--- config.mk ---
export PLATFORM = sky130hd
export DESIGN_NAME = fifo_sync_ctrl
export DESIGN_NICKNAME = d
export VERILOG_FILES = /design/src/rtl/fifo_sync_ctrl_pkg.sv /design/src/rtl/fifo_mem.sv /design/src/rtl/fifo_sync_ctrl.sv
export SDC_FILE = /design/constraint.sdc
export NUM_CORES = 1
export LEC_CHECK = 0
export CAP_MARGIN = 30
export CORE_MARGIN = 8
export CORE_UTILIZATION = 40
export CTS_CLUSTER_SIZE = 24
export DETAILED_ROUTE_END_ITERATION = 8
export PLACE_DENSITY_LB_ADDON = 0.05
export SYNTH_ARGS = -nofsm -noshare
export SYNTH_HDL_FRONTEND = slang
export SYNTH_SLANG_ARGS = --single-unit
--- constraint.sdc ---
create_clock -name clk -period 6.2 [get_ports clk]
set_input_delay 1.24 -clock clk [delete_from_list [all_inputs] [get_ports clk]]
set_output_delay 1.24 -clock clk [all_outputs]
set_load 0.02 [all_outputs]
--- src/rtl/fifo_sync_ctrl_pkg.sv ---
// fifo_sync_ctrl_pkg
//   Constants and a width helper shared by the synchronous FIFO files.
//   OUT_FWFT / OUT_REG : legal values of the REG_OUT parameter.
//   addr_width()       : bits needed to encode 0..n-1, never less than 1.
package fifo_sync_ctrl_pkg;

   localparam int OUT_FWFT = 0;
   localparam int OUT_REG  = 1;

   function automatic int addr_width(input int n);
      return (n <= 2) ? 1 : $clog2(n);
   endfunction

endpackage

--- src/rtl/fifo_mem.sv ---
// fifo_mem
//   DEPTH x WIDTH storage: one synchronous write port, one asynchronous
//   read port. Contents are deliberately not reset.
//   clk        : write clock
//   write_en   : store write_data at write_addr on the rising edge
//   write_addr : write location
//   write_data : word to store
//   read_addr  : read location
//   read_data  : mem[read_addr], combinational
module fifo_mem #(
   parameter int WIDTH = 8,
   parameter int DEPTH = 16,
   parameter int AW    = 4
) (
   input  logic             clk,
   input  logic             write_en,
   input  logic [AW-1:0]    write_addr,
   input  logic [WIDTH-1:0] write_data,
   input  logic [AW-1:0]    read_addr,
   output logic [WIDTH-1:0] read_data
);

   logic [WIDTH-1:0] mem [DEPTH];

   always_ff @(posedge clk) begin
      if (write_en) mem[write_addr] <= write_data;
   end

   assign read_data = mem[read_addr];

endmodule

--- src/rtl/fifo_sync_ctrl.sv ---
// fifo_sync_ctrl
//   Single-clock FIFO controller: pointers, fill level, threshold flags,
//   sticky error flags and the optional registered output stage.
//   clk          : system clock, rising edge
//   reset        : asynchronous, active-low
//   clear        : synchronous flush, overrides read/write
//   write        : push request, write_data is the word
//   read         : pop request
//   read_data    : head word (REG_OUT=0) or last popped word (REG_OUT=1)
//   read_valid   : REG_OUT=1 pop strobe, constant 0 otherwise
//   full / empty / almost_full / almost_empty : decoded from level
//   level        : entry count 0..DEPTH
//   overflow / underflow : sticky, set by a rejected write / read
module fifo_sync_ctrl
   import fifo_sync_ctrl_pkg::*;
#(
   parameter  int WIDTH        = 8,
   parameter  int DEPTH        = 16,
   parameter  int AFULL_LEVEL  = DEPTH - 2,
   parameter  int AEMPTY_LEVEL = 2,
   parameter  int REG_OUT      = 0,
   localparam int LW           = addr_width(DEPTH + 1),
   localparam int PW           = addr_width(DEPTH)
) (
   input  logic             clk,
   input  logic             reset,
   input  logic             clear,
   input  logic             write,
   input  logic [WIDTH-1:0] write_data,
   input  logic             read,
   output logic [WIDTH-1:0] read_data,
   output logic             read_valid,
   output logic             full,
   output logic             empty,
   output logic             almost_full,
   output logic             almost_empty,
   output logic [LW-1:0]    level,
   output logic             overflow,
   output logic             underflow
);

   localparam logic [PW-1:0] PTR_LAST = PW'(DEPTH - 1);
   localparam logic [LW-1:0] LVL_FULL = LW'(DEPTH);

   logic [PW-1:0]    wr_ptr;
   logic [PW-1:0]    rd_ptr;
   logic [LW-1:0]    level_q;
   logic             overflow_q;
   logic             underflow_q;
   logic             rd_acc;
   logic             wr_acc;
   logic [WIDTH-1:0] mem_rdata;

   // Depth need not be a power of two, so wrap explicitly.
   function automatic logic [PW-1:0] ptr_next(input logic [PW-1:0] p);
      return (p == PTR_LAST) ? '0 : p + 1'b1;
   endfunction

   assign full  = (level_q == LVL_FULL);
   assign empty = (level_q == '0);

   // A pop frees a slot in the same edge, so a full FIFO still takes a
   // write alongside a read. An empty FIFO never bypasses write to read.
   assign rd_acc = read & ~empty;
   assign wr_acc = write & (~full | rd_acc);

   always_ff @(posedge clk or negedge reset) begin
      if (!reset) begin
         wr_ptr      <= '0;
         rd_ptr      <= '0;
         level_q     <= '0;
         overflow_q  <= 1'b0;
         underflow_q <= 1'b0;
      end else if (clear) begin
         wr_ptr      <= '0;
         rd_ptr      <= '0;
         level_q     <= '0;
         overflow_q  <= 1'b0;
         underflow_q <= 1'b0;
      end else begin
         if (wr_acc) wr_ptr <= ptr_next(wr_ptr);
         if (rd_acc) rd_ptr <= ptr_next(rd_ptr);
         if (wr_acc && !rd_acc)      level_q <= level_q + 1'b1;
         else if (rd_acc && !wr_acc) level_q <= level_q - 1'b1;
         if (write && !wr_acc) overflow_q  <= 1'b1;
         if (read && !rd_acc)  underflow_q <= 1'b1;
      end
   end

   assign level        = level_q;
   assign almost_full  = (32'(level_q) >= AFULL_LEVEL);
   assign almost_empty = (32'(level_q) <= AEMPTY_LEVEL);
   assign overflow     = overflow_q;
   assign underflow    = underflow_q;

   fifo_mem #(
      .WIDTH (WIDTH),
      .DEPTH (DEPTH),
      .AW    (PW)
   ) u_mem (
      .clk        (clk),
      .write_en   (wr_acc & ~clear),
      .write_addr (wr_ptr),
      .write_data (write_data),
      .read_addr  (rd_ptr),
      .read_data  (mem_rdata)
   );

   if (REG_OUT == OUT_REG) begin : g_reg_out
      logic [WIDTH-1:0] rdata_q;
      logic             rvalid_q;

      always_ff @(posedge clk or negedge reset) begin
         if (!reset) begin
            rdata_q  <= '0;
            rvalid_q <= 1'b0;
         end else if (clear) begin
            rdata_q  <= '0;
            rvalid_q <= 1'b0;
         end else begin
            rvalid_q <= rd_acc;
            if (rd_acc) rdata_q <= mem_rdata;
         end
      end

      assign read_data  = rdata_q;
      assign read_valid = rvalid_q;
   end else begin : g_fwft
      assign read_data  = mem_rdata;
      assign read_valid = 1'b0;
   end

endmodule

# Word level (Yosys, flattened, before mapping)
# Memories as Yosys holds them, arrays and structs flattened.
# Index checks and enable logic that the tools add are counted.
# Widths: inputs -> output; s select.
[totals] output_inout_bits=20 elab_cells=49 ram_bits=128 memories=1 ff_bits=15
[mem_list] memory="u_mem.mem" words=16 word_bits=8 rd=1 rd_clocked_by_memory_dff=0 write_ports=1 line_no="fifo_mem.sv:23" source="logic [WIDTH-1:0] mem [DEPTH];"
[op_classes] n_bitwise=7 n_reduce_logical=12 add_sub_neg=4 eq_ne=3 mux=15 order_cmp=2
[ops] cell="$mux 4" count=6
[ops] cell="$mux 5" count=3
[ops] cell="$add 4x1->4 const B" count=2
[ops] cell="$eq 4x4->1 const B" count=2
[ops] cell="$reduce_bool 2->1" count=4
[ops] cell="$mux 1" count=6
[ops] cell="$add 5x1->5 const B" count=1
[ops] cell="$eq 5x5->1 const B" count=1
[ops] cell="$ge 5x4->1 const B" count=1
[ops] cell="$le 5x2->1 const B" count=1
[ops] cell="$logic_not 5->1" count=1
[ops] cell="$sub 5x1->5 const B" count=1
[ops] cell="$logic_and 1x1->1" count=4
[ops] cell="$and 1x1->1" count=3
[ops] cell="$not 1->1" count=3
[ops] cell="$reduce_bool 3->1" count=1
[ops] cell="$logic_not 1->1" count=2
[ops] cell="$or 1x1->1" count=1

# Longest topological paths before layout
# Gate-level depths: netlist (run 1).
[depth] ltp_word=10 depth_mapped=8 depth_no_buf=7

# Modules after synthesis
# From an unflattened synthesis (run 1), not the netlist that was laid out.
[unflattened] cells_unflattened=329 area_unflattened_um2=6035.8
[by_module_without_submodules] mod="fifo_mem" n_inst=1 area_per_inst_um2=4987.3 seq_area_each_um2=3843.7 cells_per_inst=221
[by_module_without_submodules] mod="fifo_sync_ctrl" n_inst=1 area_per_inst_um2=1048.5 seq_area_each_um2=375.4 cells_per_inst=108

# Worst setup path after synthesis (run 1)
# Ideal clock, no wire load.
[synth_timing] path_type="reg-to-output" startpoint="register rd_ptr[0]" endpoint="output port read_data[0]" required_ns=4.960 stages_incl_launch_ff=7 path_slack_ns=3.155 arrival_time_ns=1.805 path_cell_list="dfrtp_1 -> buf_2 -> buf_6 -> buf_4 -> mux4_2 -> mux2i_1 -> a21oi_1"
[synth_between] elab_chain_len=1
[synth_rtl] element="from (decl)" line_no="fifo_sync_ctrl.sv:46" source="logic [PW-1:0] rd_ptr;"
[synth_rtl] element="from (signal assigned)" line_no="fifo_sync_ctrl.sv:82" source="if (rd_acc) rd_ptr <= ptr_next(rd_ptr);"
[synth_rtl] element="$mem_v2 16x8"
[synth_rtl] element="to (decl)" line_no="fifo_sync_ctrl.sv:31" source="output logic [WIDTH-1:0] read_data,"
# No other way between the ends.

# Worst setup path after layout (run 1)
[layout_timing] startpoint="register rd_ptr[2]" endpoint="output port read_data[3]"
# Same word-level chain as after synthesis.

==> run summary, run 1 <==
n_diodes -> 0
RSZ-0062 raised after global routing -> false
Slowest cell on crit path -> dfrtp_1
layout overhead on the synthesized area -> 18.4%
RR Endpoint -> level[4]
WL met3 -> 678 um
Slew headroom -> 37.8%
Hold Path End -> underflow
Max Buffers Root-to-Sink -> 2
IO buf count -> 31
DRC violation total after the first TritonRoute iteration -> 213
Period Utilization, post-route -> 72.1%
fmax -> 0.224 GHz
max_cap viols -> 0
DRT met1 WL -> 5.63 mm
drt wl/cell -> 22.3 um
Met2 Routed Length -> 6.29 mm
critical path class -> flip-flop to output port
Cells after Synth -> 337
die width -> 139 um
later-pin clock latency in the skew report -> 420 ps
Worst setup EP type -> output port
Worst-path clk slew -> 60 ps
Final Hold Vio Count -> 0
Startpoint Class -> flip-flop
layout cells sized above 1 -> 19.7%
fin nets -> 395
initial antenna violation count -> 0
htree depth -> 4
xor and xnor area share after synthesis -> 0.872%
GP Congestion -> 0.709
Via Count -> 3,073
largest family of logic cells by synthesized area -> multiplexers
Mapped Area -> 0.00602 mm2
worst clock skew -> 7.32 ps
sequential area share after synthesis -> 70.0%
multi-input combinational cell area -> 0.00170 mm2
Reg2Reg Setup Slack -> 3490 ps
# Post-CTS Setup Buffers -> 0
most common cell after layout, fill and taps aside -> edfxtp_1
slowest stage delay, CP -> 940 ps
Mean Syn Cell Area -> 17.9 um2
Pwr Density -> 385 mW/mm2
WHS Path Cells -> 2
crit path cell chain -> buf_4, mux4_2, nor2b_1, a211oi_1, a21oi_1, clkdlybuf4s50_1
Sink Count -> 143
Die Y -> 139 um
setup TNS -> 0 ps
Worst Tran Pin Value -> 930 ps
WHS -> 497 ps
IO Pins -> 33
Detailed Route WL -> 12.8 mm
number of CTS-inserted buffers -> 17
critical path peak fanout -> 17
Distinct cells, synth -> 46
Core Region -> 0.0150 mm2
commonest cells after routing, fill and taps aside -> edfxtp_1 (128), mux4_2 (32), clkdlybuf4s50_1 (31)
worst r2r src -> level[1]
Compound-Gate Fraction of Synth Area -> 5.48%
post-DP HPWL -> 8.44 mm
Reg2Reg Depth -> 7
Yosys warning total -> 0
via count of the first global-routing pass -> 3,330
arrival time worst endpoint -> 3230 ps
status -> finished clean
hold_buf cts -> 0
first-pass detailed-route iteration total -> 4
Total GRT Usage -> 14.0%
first-pass GRT wire length -> 19.9 mm
worst path required time -> 4960 ps
DR DRC count -> 0
Leak -> 0.00233 uW
FF+latch area -> 0.00422 mm2
area share of fa/ha/maj cells after synthesis -> 2.20%
post-synthesis mux area share -> 14.2%
root buffer cell -> clkbuf_16
Syn Nets -> 360
Hold Path Class -> flip-flop to flip-flop
worst vdd ir -> 0.000227 V
Final Max Slew Viols -> 0
HP Start -> underflow
flops & latches, synth -> 143
die area -> 0.0192 mm2
post-CTS resize count -> 0
uppermost layer routed -> met4
Synth Area in Simple Gates -> 5.11%
Final setup viols -> 0
largest net degree at the start of global routing -> 21
# fillers -> 1,276
FP Rows -> 45
CTS tree -> yes
Congestion Overflow GR -> 0
DRT antenna net count -> 0
Via density -> 5.36
min Tclk post-route -> 4470 ps
Starting Density -> 40.2%
area by class of cell:
class                           instances  area share, %
Sequential cell                       143           59.2
Multi-Input combinational cell        169           23.8
Clock buffer                           19           6.07
Timing Repair Buffer                   36           5.05
Tap cell                              188           3.30
Clock inverter                         13           2.39
Inverter                                5          0.263
synthesized netlist by cell type, drive strengths merged:
library cell	instances	share of area [%]
edfxtp	128	64
mux4	32	12
nor2	24	1.6
a21oi	17	1.4
dfrtp	15	6.2
clkbuf	11	0.69
mux2i	11	1.8
a211oi	10	1.2
nand2	10	0.62
buf	9	1.1
ha	9	1.9
nor2b	8	0.83
nor3	6	0.50
inv	5	0.31
nand3	4	0.33
nand2b	3	0.31
o211ai	3	0.46
o21ai	3	0.25
or4	3	0.44
xnor2	3	0.44
xor2	3	0.44
a21o	2	0.25
mux2	2	0.37
a2111oi	1	0.15
a21bo	1	0.17
a311o	1	0.17
conb	1	0.062
fa	1	0.33
nand4b	1	0.15
nor4	1	0.10
o2111ai	1	0.15
o21a	1	0.12
o221a	1	0.33
o311a	1	0.17
o311ai	1	0.15
o31ai	1	0.21
o41ai	1	0.27
or2	1	0.10
or3	1	0.10
where the power goes:
| part | switching [uW] | leakage (uW) | internal [uW] | total [uW] |
|---|---|---|---|---|
| sequential | 66.5 | 0.00135 | 1080 | 1150 |
| combinational | 284 | 0.000686 | 274 | 559 |
| clock | 374 | 0.000289 | 666 | 1040 |
| total | 724 | 0.00233 | 2020 | 2750 |
registers in the layout (all words and copies together) (netlist names):
signal / flops
level: 5
overflow: 1
rd_ptr: 4
u_mem.mem: 128
underflow: 1
wr_ptr: 4
cells by family after synthesis:
group / count (synthesis)
AO/OA/AOI/OAI: 45
adder cells (fa/ha/maj): 10
flip-flops: 143
buffers and inverters: 25
multiplexers: 45
XOR/XNOR: 6
AND/OR/NAND/NOR: 62
other: 1
routing by layer:
metal | vias up | track usage [%]
met1 | 1565 | 17.6
met2 | 76 | 22.3
li1 | 1417 | -
met3 | 15 | 3.82
met5 | - | 0
met4 | 0 | 6.18
per-stage QoR:
step	std cells	area (um2)	setup slack (ps)	utilization, %	power [uW]
2_1_floorplan	337	6020	3160	-	1540
3_3_place_gp	540	6510	2080	43.5	1730
3_5_place_dp	541	6530	2130	43.6	1740
4_1_cts	573	7130	1660	47.6	2780
5_1_grt	573	7130	1590	47.6	2860
6_report	573	7130	1730	47.6	2750
worst max-delay path: cells and delay by family (launching register included):
kind	cells	cell delay [ps]
flip-flops	1	940
buffers and inverters	2	980
AND/OR/NAND/NOR	1	140
AO/OA/AOI/OAI	2	420
multiplexers	1	320
worst max path at each step:
stage,from,to,slack [ps],cells after the start
final,rd_ptr[2],read_data[3],1730,6
after detailed placement,rd_ptr[2],read_data[3],2130,6
after floorplan,rd_ptr[0],read_data[0],3160,6
after global placement,rd_ptr[0],read_data[2],2080,5
after global routing,rd_ptr[2],read_data[3],1590,6
after CTS,rd_ptr[2],read_data[3],1660,6
Note: power is estimated with default switching activity, not from simulation.
==> run 2, diff against run 1 <==
==> constraint.sdc (replaced) <==
create_clock -name clk -period 4.45 [get_ports clk]
set_input_delay 0.89 -clock clk [delete_from_list [all_inputs] [get_ports clk]]
set_output_delay 0.89 -clock clk [all_outputs]
set_load 0.02 [all_outputs]
==> run 2 against run 1 <==
Non-clock buffer count rose by 8. Highest routed layer unchanged. Final cell count rose by 1.4%. Clock power rose by 36%. Setup slack got worse by 1100 ps. Largest power group unchanged. Clock-buffer cell count rose by 8. First-iteration DRC count rose by 5.6%. Cell area rose by 0.60%. Critical path type unchanged. Via count rose by 0.88%. Utilization rose by 0.28 points. Register-to-register slack got worse by 1800 ps.
==> run summary, run 2 (same netlist as run 1, synthesis figures left out) <==
Max Buffers Root-to-Sink -> 2 (unchanged)
Core Region -> 0.0150 mm2 (unchanged)
later-pin clock latency in the skew report -> 410 ps (about the same)
GP Congestion -> 0.737 (+4.0%)
die area -> 0.0192 mm2 (unchanged)
fin nets -> 403 (+2.0%)
IO buf count -> 31 (unchanged)
critical path peak fanout -> 28 (+11)
status -> finished clean
RSZ-0062 raised after global routing -> false
arrival time worst endpoint -> 2930 ps (-300 ps)
worst vdd ir -> 0.000298 V (+31%)
min Tclk post-route -> 3820 ps
Final setup viols -> 0 (unchanged)
Starting Density -> 40.2% (unchanged)
FP Rows -> 45 (unchanged)
Layout Cell Area excl Fill -> 0.00718 mm2 (+0.60%)
Final Max Slew Viols -> 0 (unchanged)
most common cell after layout, fill and taps aside -> edfxtp_1
DRC violation total after the first TritonRoute iteration -> 225 (+5.6%)
Hold Path Class -> flip-flop to flip-flop
root buffer cell -> clkbuf_16
die width -> 139 um (unchanged)
worst path required time -> 3560 ps (-1400 ps)
fmax -> 0.262 GHz
n_diodes -> 0 (unchanged)
commonest cells after routing, fill and taps aside -> edfxtp_1 (128), mux4_2 (32), clkdlybuf4s50_1 (31)
Startpoint Class -> flip-flop
number of CTS-inserted buffers -> 17 (unchanged)
hold_buf cts -> 0 (unchanged)
critical path class -> flip-flop to output port
first-pass detailed-route iteration total -> 7 (+3)
Pwr Density -> 528 mW/mm2 (+37%)
Congestion Overflow GR -> 0 (unchanged)
layout cells sized above 1 -> 20.6% (+0.87 points)
Leak -> 0.00236 uW (+1.5%)
drt wl/cell -> 22.3 um (about the same)
Final Hold Vio Count -> 0 (unchanged)
setup TNS -> 0 ps (unchanged)
Place WS -> 1030 ps (-1100 ps)
DR DRC count -> 0 (unchanged)
via count of the first global-routing pass -> 3,216 (-3.4%)
worst clock skew -> 6.68 ps (-0.639 ps)
largest net degree at the start of global routing -> 29 (+38%)
post-CTS resize count -> 0 (unchanged)
layout overhead on the synthesized area -> 19.1%
WHS Path Cells -> 1 (-1)
Via density -> 5.34 (-0.51%)
# Post-CTS Setup Buffers -> 0 (unchanged)
Worst-path clk slew -> 60 ps (about the same)
IO Pins -> 33 (unchanged)
initial antenna violation count -> 0 (unchanged)
Reg2Reg Depth -> 7 (unchanged)
max FFs per register -> 128 (unchanged)
# fillers -> 1,260 (-1.3%)
Sink Count -> 143 (unchanged)
Slew headroom -> 38.8% (+1.0 points)
final worst setup slack -> 627 ps (-1100 ps)
Period Utilization, post-route -> 85.9%
htree depth -> 4 (unchanged)
CTS tree -> yes
DRT antenna net count -> 0 (unchanged)
Detailed Route WL -> 12.9 mm (+1.3%)
Via Count -> 3,100 (+0.88%)
Power, Total -> 3790 uW (+38%)
max_cap viols -> 0 (unchanged)
Die Y -> 139 um (unchanged)
Worst Tran Pin Value -> 915 ps (-15.6 ps)
Largest Register -> u_mem.mem
Placed Area -> 0.00657 mm2 (+0.57%)
post-DP HPWL -> 8.51 mm (+0.90%)
Total GRT Usage -> 14.1% (+0.096 points)
Worst setup EP type -> output port
first-pass GRT wire length -> 20.0 mm (+0.52%)
run 2: cell types whose count changed in the layout (fill, tap and decap cells not counted), sizes merged:
cell and delta:
bufinv -2, clkinvlp -2, clkinv -4, clkbuf +8
buf +8
run 2: metrics by stage:
step | util, % | instances | hold slack (ps)
global route | 47.9 | 581 | 531
floorplan | - | 337 | 563
detailed placement | 43.9 | 548 | 483
finish | 47.9 | 581 | 493
CTS | 47.9 | 580 | 495
global placement | 43.9 | 548 | 481
run 2: critical path, cell delays in order (launching register included):
cell and delay (ps):
dfrtp_2 590, buf_12 290, mux4_2 520, mux2i_1 390, a21oi_1 130, clkdlybuf4s50_1 570
run 2: power by group:
group	switching [uW]	total [uW]	internal [uW]
Clock	496	1410	914
Combinational	408	793	384
Sequential	82.2	1590	1510
run 2: layer usage:
metal  part of all wire [%]  up-vias  GRT usage [%]
li1                       -     1434              -
met1                     47     1584           19.0
met5                      0        -              0
met3                    4.5       11           3.65
met4                    1.0        0           5.55
met2                     47       71           21.4
run 2: area by class of cell:
| type | count | area, um2 | share of cell area [%] |
|---|---|---|---|
| Sequential cell | 143 | 4220 | 58.8 |
| Multi-Input combinational cell | 169 | 1680 | 23.4 |
| Clock buffer | 27 | 523 | 7.29 |
| Timing Repair Buffer | 44 | 420 | 5.86 |
| Tap cell | 188 | 235 | 3.28 |
| Clock inverter | 5 | 77.6 | 1.08 |
| Inverter | 5 | 18.8 | 0.262 |
run 2: final timing paths:
kind | endpoint | start | slack, ps
max | read_data[7] | rd_ptr[0] | 630
min | overflow | overflow | 490
max reg2reg | level[4] | level[1] | 1730
min reg2reg | overflow | overflow | 490
max in group asynchronous | rd_ptr[0] | reset | 2960
min in group asynchronous | level[3] | reset | 940
==> run 3, diff against run 2 <==
--- a/config.mk
+++ b/config.mk
@@ -10,6 +10,7 @@
 export CORE_UTILIZATION = 40
 export CTS_CLUSTER_SIZE = 24
 export DETAILED_ROUTE_END_ITERATION = 8
+export MAX_ROUTING_LAYER = met4
 export PLACE_DENSITY_LB_ADDON = 0.05
 export SYNTH_ARGS = -nofsm -noshare
 export SYNTH_HDL_FRONTEND = slang
==> run 3 against run 2 <==
Sequential share of layout area is the same. Register-to-register slack about the same. Die area stayed put. Via count down 0.77%. Largest power group unchanged. Critical endpoint unchanged. Combinational power about the same. Non-clock buffer count did not move. Critical path depth unchanged. Highest routed layer unchanged. Hold slack hardly changed.
==> run summary, run 3 (same netlist as run 1, synthesis figures left out) <==
Clock power frac -> 37.1% (about the same)
DRC violation total after the first TritonRoute iteration -> 218 (-3.1%)
later-pin clock latency in the skew report -> 410 ps (about the same)
die area -> 0.0192 mm2 (unchanged)
layout cells sized above 1 -> 20.6% (unchanged)
Total GRT Usage -> 14.5% (+0.37 points)
CTS tree -> yes
Final Hold Vio Count -> 0 (unchanged)
Int Pwr -> 2800 uW (about the same)
Congestion Overflow GR -> 0 (unchanged)
htree depth -> 4 (unchanged)
hold_buf cts -> 0 (unchanged)
Hold Path Class -> flip-flop to flip-flop
worst clock skew -> 7.39 ps (+0.706 ps)
Worst setup EP type -> output port
most common cell after layout, fill and taps aside -> edfxtp_1
worst vdd ir -> 0.000295 V (-0.73%)
Via Count -> 3,076 (-0.77%)
first-pass detailed-route iteration total -> 6 (-1)
sw frac -> 25.9% (-0.086 points)
IO Pins -> 33 (unchanged)
via count of the first global-routing pass -> 3,209 (-0.22%)
DRT antenna net count -> 0 (unchanged)
FP Rows -> 45 (unchanged)
WHS -> 493 ps (-0.0490 ps)
max_cap viols -> 0 (unchanged)
worst path required time -> 3560 ps (about the same)
layout overhead on the synthesized area -> 19.1% (unchanged)
multi-input combinational cell area -> 0.00168 mm2 (unchanged)
post-CTS resize count -> 0 (unchanged)
largest net degree at the start of global routing -> 29 (unchanged)
die width -> 139 um (unchanged)
Reg2Reg Setup Slack -> 1720 ps (about the same)
Die Y -> 139 um (unchanged)
Starting Density -> 40.2% (unchanged)
root buffer cell -> clkbuf_16
RR Endpoint -> level[4]
Leak -> 0.00236 uW (unchanged)
Final setup viols -> 0 (unchanged)
Slew headroom -> 36.3% (-2.5 points)
worst r2r src -> level[1]
Startpoint Class -> flip-flop
Seq pwr share -> 42.0% (about the same)
# fillers -> 1,260 (unchanged)
net switching power figure -> 983 uW (-0.44%)
commonest cells after routing, fill and taps aside -> edfxtp_1 (128), mux4_2 (32), clkdlybuf4s50_1 (31)
Max Buffers Root-to-Sink -> 2 (unchanged)
number of CTS-inserted buffers -> 17 (unchanged)
CP Capture Point -> read_data[7]
IO buf count -> 31 (unchanged)
Largest Register -> u_mem.mem
DR DRC count -> 0 (unchanged)
critical path peak fanout -> 28 (unchanged)
critical path class -> flip-flop to output port
Comb power frac -> 20.9% (about the same)
first-pass GRT wire length -> 20.0 mm (-0.20%)
# Post-CTS Setup Buffers -> 0 (unchanged)
arrival time worst endpoint -> 2930 ps (about the same)
FF+latch area -> 0.00422 mm2 (unchanged)
Via density -> 5.29 (-0.77%)
Worst-path clk slew -> 60 ps (about the same)
Final Max Slew Viols -> 0 (unchanged)
min Tclk post-route -> 3820 ps (-2.33 ps)
Reg2Reg Depth -> 7 (unchanged)
post-DP HPWL -> 8.51 mm (unchanged)
Final Core Density -> 47.9% (unchanged)
Worst Tran Pin Value -> 951 ps (+36.9 ps)
fin nets -> 403 (unchanged)
fmax -> 0.262 GHz (about the same)
Period Utilization, post-route -> 85.8% (about the same)
Core Region -> 0.0150 mm2 (unchanged)
max FFs per register -> 128 (unchanged)
GP Congestion -> 0.746 (+1.2%)
drt wl/cell -> 22.2 um (-0.34%)
Power, Total -> 3790 uW (-0.11%)
status -> finished clean
n_diodes -> 0 (unchanged)
RSZ-0062 raised after global routing -> false
Pwr Density -> 528 mW/mm2 (-0.11%)
setup TNS -> 0 ps (unchanged)
Detailed Route WL -> 12.9 mm (-0.34%)
Sink Count -> 143 (unchanged)
initial antenna violation count -> 0 (unchanged)
crit path from -> rd_ptr[0]
==> run 3: cell counts in the layout (fill, tap and decap cells not counted) <==
Identical to the previous run, type by type.
==> run 3: cell type report <==
cell class,count,share of cell area [%]
multi-input combinational,169,23.4
clock buffer,27,7.29
clock inverter,5,1.08
tap,188,3.28
inverter,5,0.262
timing repair buffer,44,5.86
sequential,143,58.8
==> run 3: per-stage QoR <==
step	instances	setup WS [ps]	cell area (um2)
4_1_cts	580	590	7170
3_3_place_gp	548	1010	6570
5_1_grt	581	514	7180
3_5_place_dp	548	1030	6570
2_1_floorplan	337	1760	6020
6_report	581	630	7180
==> run 3: worst min-delay path by stage <==
stage | startpoint | end | slack [ps] | cells after the start
5_1_grt | underflow | underflow | 530 | 2
2_1_floorplan | wr_ptr[1] | wr_ptr[1] | 560 | 2
3_3_place_gp | underflow | underflow | 480 | 2
4_1_cts | overflow | overflow | 500 | 1
3_5_place_dp | overflow | overflow | 480 | 1
6_report | overflow | overflow | 490 | 1
==> run 3: per-layer routing <==
metal / wire, um / GRT usage, %
met4: 173 / 5.20
met2: 6090 / 21.4
met3: 582 / 3.48
met1: 6050 / 19.1
met5: 0 / -
==> run 3: power groups by stage <==
stage | Combinational, uW | Clock, uW | Sequential [uW]
final | 792 | 1410 | 1590
after global routing | 864 | 1490 | 1600
after CTS | 805 | 1440 | 1590
after detailed placement | 802 | 0 | 1620
after global placement | 803 | 0 | 1620
after floorplan | 544 | 0 | 1600
==> run 3: critical path, stage by stage (launching register included) <==
cell             delay, ps
dfrtp_2                590
buf_12                 290
mux4_2                 520
mux2i_1                390
a21oi_1                130
clkdlybuf4s50_1        570
